--- config.mk ---
export PLATFORM = sky130hd
export DESIGN_NAME = fetch_unit
export DESIGN_NICKNAME = d
export VERILOG_FILES = /design/src/rtl/fetch_pkg.sv /design/src/rtl/fetch_perf_cnt.sv /design/src/rtl/fetch_unit.sv
export SDC_FILE = /design/constraint.sdc
export NUM_CORES = 1
export LEC_CHECK = 0
export CAP_MARGIN = 20
export CORE_ASPECT_RATIO = 1.2
export CORE_MARGIN = 4
export CORE_UTILIZATION = 30
export CTS_BUF_LIST = sky130_fd_sc_hd__clkbuf_8
export CTS_CLUSTER_SIZE = 20
export DETAILED_ROUTE_END_ITERATION = 7
export PLACE_DENSITY_LB_ADDON = 0.2
export SYNTH_ARGS = -nofsm -noshare
export SYNTH_HDL_FRONTEND = slang
export SYNTH_SLANG_ARGS = --single-unit
--- constraint.sdc ---
create_clock -name clk -period 1.95 [get_ports clk]
set_input_delay 0.2925 -clock clk [delete_from_list [all_inputs] [get_ports clk]]
set_output_delay 0.2925 -clock clk [all_outputs]
set_load 0.005 [all_outputs]
--- src/rtl/fetch_pkg.sv ---
// Shared definitions for the instruction-fetch stage: FSM encoding and address constants.
package fetch_pkg;

    localparam int unsigned WORD_AW = 30;
    localparam logic [31:0] RESET_PC_DEFAULT = 32'h0000_3000;

    typedef enum logic [1:0] {
        ST_RST  = 2'd0,
        ST_REQ  = 2'd1,
        ST_WAIT = 2'd2,
        ST_HOLD = 2'd3
    } fetch_state_e;

endpackage

--- src/rtl/fetch_perf_cnt.sv ---
// Fetch performance counters: completed fetches and IMEM stall cycles.
// Only instantiated when FETCH_PERF_CNT_EN is defined.
module fetch_perf_cnt
    import fetch_pkg::*;
(
    input  logic         clk,
    input  logic         rst_n,
    input  fetch_state_e state_i,
    input  logic         imem_gnt_i,
    input  logic         imem_rvalid_i,
    output logic [31:0]  fetch_cnt_o,
    output logic [31:0]  wait_cnt_o
);

    logic [31:0] fetch_cnt_q, fetch_cnt_d;
    logic [31:0] wait_cnt_q,  wait_cnt_d;

    always_comb begin
        fetch_cnt_d = fetch_cnt_q;
        wait_cnt_d  = wait_cnt_q;
        if (state_i == ST_WAIT && imem_rvalid_i) begin
            fetch_cnt_d = fetch_cnt_q + 32'd1;
        end
        // Stall: request not yet accepted, or response not yet returned.
        if ((state_i == ST_REQ && !imem_gnt_i) || (state_i == ST_WAIT && !imem_rvalid_i)) begin
            wait_cnt_d = wait_cnt_q + 32'd1;
        end
    end

    always_ff @(posedge clk) begin
        if (!rst_n) begin
            fetch_cnt_q <= '0;
            wait_cnt_q  <= '0;
        end else begin
            fetch_cnt_q <= fetch_cnt_d;
            wait_cnt_q  <= wait_cnt_d;
        end
    end

    assign fetch_cnt_o = fetch_cnt_q;
    assign wait_cnt_o  = wait_cnt_q;

endmodule

--- src/rtl/fetch_unit.sv ---
// Instruction-fetch stage: architectural PC, req/gnt/rvalid IMEM fetch, instruction register.
// Optional perf counters (fetch_cnt_o, wait_cnt_o) enabled by defining FETCH_PERF_CNT_EN.
module fetch_unit
    import fetch_pkg::*;
#(
    parameter logic [31:0] RESET_PC = RESET_PC_DEFAULT
) (
    input  logic        clk,
    input  logic        rst_n,
    input  logic [31:2] npc_i,
    input  logic        pc_we_i,
    output logic [31:2] pc_o,
    output logic        imem_req_o,
    output logic [31:2] imem_addr_o,
    input  logic        imem_gnt_i,
    input  logic        imem_rvalid_i,
    input  logic [31:0] imem_rdata_i,
`ifdef FETCH_PERF_CNT_EN
    output logic [31:0] fetch_cnt_o,
    output logic [31:0] wait_cnt_o,
`endif
    output logic [31:0] ir_o,
    output logic        ir_valid_o
);

    fetch_state_e        state_q;
    logic [WORD_AW-1:0]  pc_q;
    logic [31:0]         ir_q;
    logic                ir_valid_q;

    // Commits outside HOLD and responses outside WAIT fall through the case untouched.
    always_ff @(posedge clk) begin
        if (!rst_n) begin
            state_q    <= ST_RST;
            pc_q       <= RESET_PC[31:2];
            ir_q       <= '0;
            ir_valid_q <= 1'b0;
        end else begin
            case (state_q)
                ST_RST: state_q <= ST_REQ;
                ST_REQ: begin
                    if (imem_gnt_i) begin
                        state_q <= ST_WAIT;
                    end
                end
                ST_WAIT: begin
                    if (imem_rvalid_i) begin
                        ir_q       <= imem_rdata_i;
                        ir_valid_q <= 1'b1;
                        state_q    <= ST_HOLD;
                    end
                end
                ST_HOLD: begin
                    if (pc_we_i) begin
                        pc_q       <= npc_i;
                        ir_valid_q <= 1'b0;
                        state_q    <= ST_REQ;
                    end
                end
                default: state_q <= ST_RST;
            endcase
        end
    end

    assign pc_o        = pc_q;
    assign imem_req_o  = (state_q == ST_REQ);
    assign imem_addr_o = pc_q;
    assign ir_o        = ir_q;
    assign ir_valid_o  = ir_valid_q;

`ifdef FETCH_PERF_CNT_EN
    fetch_perf_cnt u_perf_cnt (
        .clk           (clk),
        .rst_n         (rst_n),
        .state_i       (state_q),
        .imem_gnt_i    (imem_gnt_i),
        .imem_rvalid_i (imem_rvalid_i),
        .fetch_cnt_o   (fetch_cnt_o),
        .wait_cnt_o    (wait_cnt_o)
    );
`endif

endmodule

### Yosys cells after proc, flatten, opt, wreduce, memory -nomap -nowiden

Cells that the tools add are included.
Widths: inputs -> output; s select.

* bits of input ports: 67
* register bits: 65
* output and inout bits: 94
* logic and storage cells: 23

* mux-type cells: 7
* eq/ne operators: 6
* reduce and logical (&&, ||, !) cells: 6

Operators with widths (count)
* $pmux 2 s4: 1
* $mux 2: 3
* $reduce_and 3->1: 2
* $eq 2x2->1 const B: 2
* $ne 2x2->1 const B: 2
* $reduce_and 2->1: 2
* $eq 2x1->1 const B: 1
* $logic_not 2->1: 1
* $mux 1: 2
* $ne 2x1->1 const B: 1
* $pmux 1 s2: 1
* $reduce_bool 2->1: 1

### Longest topological paths before layout

* word-level depth: 3
* mapped depth: 7
* mapped depth without buffers: 5

### Worst setup path after synthesis

OpenSTA, ideal clock, no wires.

* path type: flip-flop to flip-flop
* from: register state_q[0]
* to: register state_q[0]
* stages on the path, launching flop included: 5
* library setup time: 72 ps
* setup slack: 573 ps
* data required time: 1878 ps
* arrival: 1305 ps
* buffers on the path: 0
* clock period less this slack: 1377 ps
* path through: dfxtp_1 inv_1 ha_1 a222oi_1 mux2i_1

* word-level cells in the longest chain between the ends: 3
* elaborated cells between the ends (all ways): 9
* classes of those cells: eq/ne (6); mux (1); reduce/logical (2)

RTL lines
* from (decl): line fetch_unit.sv:26 `fetch_state_e state_q;`
* from (signal assigned): line fetch_unit.sv:34 `state_q <= ST_RST;`
* from (signal assigned): line fetch_unit.sv:40 `ST_RST: state_q <= ST_REQ;`
* from (signal assigned): line fetch_unit.sv:43 `state_q <= ST_WAIT;`
* $eq 2x2->1 or $eq 2x1->1 (tied branches): line fetch_unit.sv:39 `case (state_q)`
* $ne 2x2->1 (no source line) or $ne 2x1->1 (tied branches)
* $reduce_and 3->1 (no source line)

Parallel ways exist; a longest one is shown, timed or not.
A chain may end at the register's enable or synchronous reset.

### Final worst setup path

* from: register state_q[0]
* to: output port imem_req_o

* word-level cells in the longest chain between the ends: 1

RTL lines
* $eq 2x1->1: line fetch_unit.sv:66 `assign imem_req_o = (state_q == ST_REQ);`
* to (decl): line fetch_unit.sv:13 `output logic imem_req_o,`

No other way between the ends.

==> results_dict.tcl <==
set metrics [dict create \
    run_status "finished clean" \
    routed.top_layer "met4" \
    cts_buffers 9 \
    grt_pass1_vias 2419 \
    end_kind "primary output" \
    gp_congestion 0.671 \
    setup_viol 0 \
    initial_core_util 0.310 \
    synthCells 325 \
    clock_latency_ns 0.33 \
    yosysWarningCount 0 \
    cts_tree "yes" \
    place_inst 557 \
    final_cells 573 \
    final_net_count 522 \
    cts.repair.resized 0 \
    final.setup_skew_ns 0.0121 \
    critPathLaunchType "flop" \
    cts_buffer_depth 2 \
    cts-hold-fix-buffers 0 \
    worst_r2r_path_depth 4 \
    ios 161 \
    reg2reg_from "state_q[0]$_SDFFE_PN0P_" \
    ys_ff_latch 65 \
    grt_antenna_before_repair 0 \
    final-hold-violation-count 0 \
    dr_wl_met3_um 849 \
    slew-limit-headroom 0.678 \
    diodes 0 \
    hold_ws_ns 0.412 \
    r2r_end "state_q[0]$_SDFFE_PN0P_" \
    p_leak_nw 1.55 \
    core_mm2 0.00870 \
    crit_chain "ha_1, clkdlybuf4s50_1" \
    dr.pass1.iters 4 \
    maxCapViolations 0 \
    grt_use_total 0.138 \
    timing.final.max_slew_violations 0 \
    met2_length_mm 3.40 \
    die_area_mm2 0.0106 \
    port_buffers 160 \
    ir_drop_mv 0.647 \
    die_w_um 94.6 \
    cts_setup_buffers 0 \
    die-height_um 112 \
    reg2reg_slack_ns 0.44 \
    postRouteAntennaNets 0 \
    period_minus_slack_ns 1.76 \
    dpl.hpwl_mm 5.44 \
    cts_sinks 65 \
    drive_gt1_frac 0.0482 \
    crit_type "flop to primary output" \
    synth_seq_area_share 0.482 \
    syn_area_per_cell_um2 8.31 \
    wl_per_cell_um 12.8 \
    cp.required_ns 1.66 \
    p_per_area_mw_per_mm2 809 \
    syn_nets 396 \
    grt_pass1_wl_mm 11.6 \
    startpoint "state_q[0]$_SDFFE_PN0P_" \
    cts_root_buffer "clkbuf_8" \
    cp_slowest_cell "clkdlybuf4s50_1" \
    crit_end "imem_req_o" \
    overflow 0 \
    vias_per_cell 4.28 \
    grt_max_degree 44 \
    fmax_mhz 568 \
    vias 2450 \
    drt_wl_total_mm 7.32 \
    fin_setup_tns_ns 0 \
    drc_errors 0 \
    drtIter0Drc 55 \
    worstHoldPathType "input pin to flop" \
    area_growth_pct 64.5 \
    p_total_mw 3.59 \
    h-tree-depth 3 \
    wl_met1_mm 2.98 \
    fin_util 0.511 \
    rsz0062_at_grt "no" \
    worst_slew_pin_slew_ns 0.484 \
    ys_types 18 \
    syn-cell-area_mm2 0.00270 \
    num_rows 37 \
    crit_arrival_ns 1.47 \
    critical_path.max_fanout 5 \
    min_period_over_period 0.903 \
    clk_pin_slew_ns 0.08 \
    max_stage_delay_ns 0.53 \
]
## cell usage after synthesis
cell type | instances | area [µm²]
dfxtp_1 | 65 | 1300
nand2_1 | 130 | 488
a21boi_1 | 5 | 37.5
a21boi_0 | 56 | 420
nand3_1 | 2 | 10.0
a222oi_1 | 1 | 10.0
buf_2 | 6 | 30.0
and2_1 | 1 | 6.26
mux2i_1 | 2 | 20.0
and2_2 | 1 | 7.51
clkbuf_1 | 11 | 41.3
ha_1 | 4 | 50.1
buf_1 | 2 | 7.51
inv_1 | 4 | 15.0
inv_2 | 1 | 3.75
o211ai_1 | 1 | 7.51
buf_4 | 31 | 233
nand2b_1 | 2 | 12.5
## per-stage QoR
stage          cell area, µm²  setup slack, ns
2_1_floorplan            2700            0.573
3_3_place_gp             4230            0.303
3_5_place_dp             4230            0.263
4_1_cts                  4440            0.166
5_1_grt                  4440           0.0996
6_report                 4440            0.189
## worst min-delay path by stage
stage	from	endpoint	slack (ns)	cells after the start
2_1_floorplan	npc_i[12]	imem_addr_o[12]$_SDFFE_PN1P_	0.42	2
3_3_place_gp	ir_o[6]$_SDFFE_PN0P_	ir_o[6]$_SDFFE_PN0P_	0.44	2
3_5_place_dp	ir_o[2]$_SDFFE_PN0P_	ir_o[2]$_SDFFE_PN0P_	0.45	2
4_1_cts	rst_n	imem_addr_o[29]$_SDFFE_PN0P_	0.41	2
5_1_grt	rst_n	ir_o[10]$_SDFFE_PN0P_	0.43	2
6_report	rst_n	imem_addr_o[21]$_SDFFE_PN0P_	0.41	2
## layer usage
metal | up-vias | GRT usage
li1 | 1251 | -
met1 | 1083 | 0.156
met2 | 106 | 0.225
met3 | 10 | 0.0588
met4 | 0 | 0.0549
met5 | - | 0
## layout make-up
cell class,instances,area [µm²]
Fill cell,876,4260
Timing Repair Buffer,165,1700
Sequential cell,65,1300
Multi-Input combinational cell,205,1070
Tap cell,117,146
Clock buffer,9,124
Clock inverter,7,87.6
Inverter,5,18.8
## flip-flops by register name, indices dropped and copies added, names as in the netlist
signal	cells
imem_addr_o	30
state_q	2
ir_valid_o	1
ir_o	32
## cell usage in the layout, fill, tap and decap left out
cell type / synthesis / layout
clkdlybuf4s50_1: 0 / 159
and2_2: 1 / 1
a222oi_1: 1 / 1
buf_12: 0 / 5
clkinvlp_4: 0 / 2
o211ai_1: 1 / 1
dfxtp_1: 65 / 65
buf_2: 6 / 1
ha_1: 4 / 4
nand2_1: 130 / 130
inv_2: 1 / 1
inv_1: 4 / 6
a21boi_1: 5 / 5
clkbuf_8: 0 / 9
mux2i_1: 2 / 2
nand2b_1: 2 / 2
and2_1: 1 / 1
a21boi_0: 56 / 56
bufinv_16: 0 / 2
clkinv_2: 0 / 1
nand3_1: 2 / 2
## where the power goes
group,switching [mW],internal (mW),total [mW]
Clock,0.504,0.708,1.21
Sequential,0.0845,1.45,1.54
Combinational,0.319,0.526,0.845
## kinds of logic after synthesis
logic type / synth area share
simple gates: 0.194
flops: 0.482
compound gates: 0.176
buf+inv: 0.122
fa+ha+maj: 0.0185
mux: 0.00741
## critical path: cells and delay by family (launching register included)
kind / cells / cell delay (ns)
buffers and inverters: 1 / 0.53
adder cells (fa/ha/maj): 1 / 0.21
flip-flops: 1 / 0.41
Note: power is estimated with default switching activity, not from simulation.
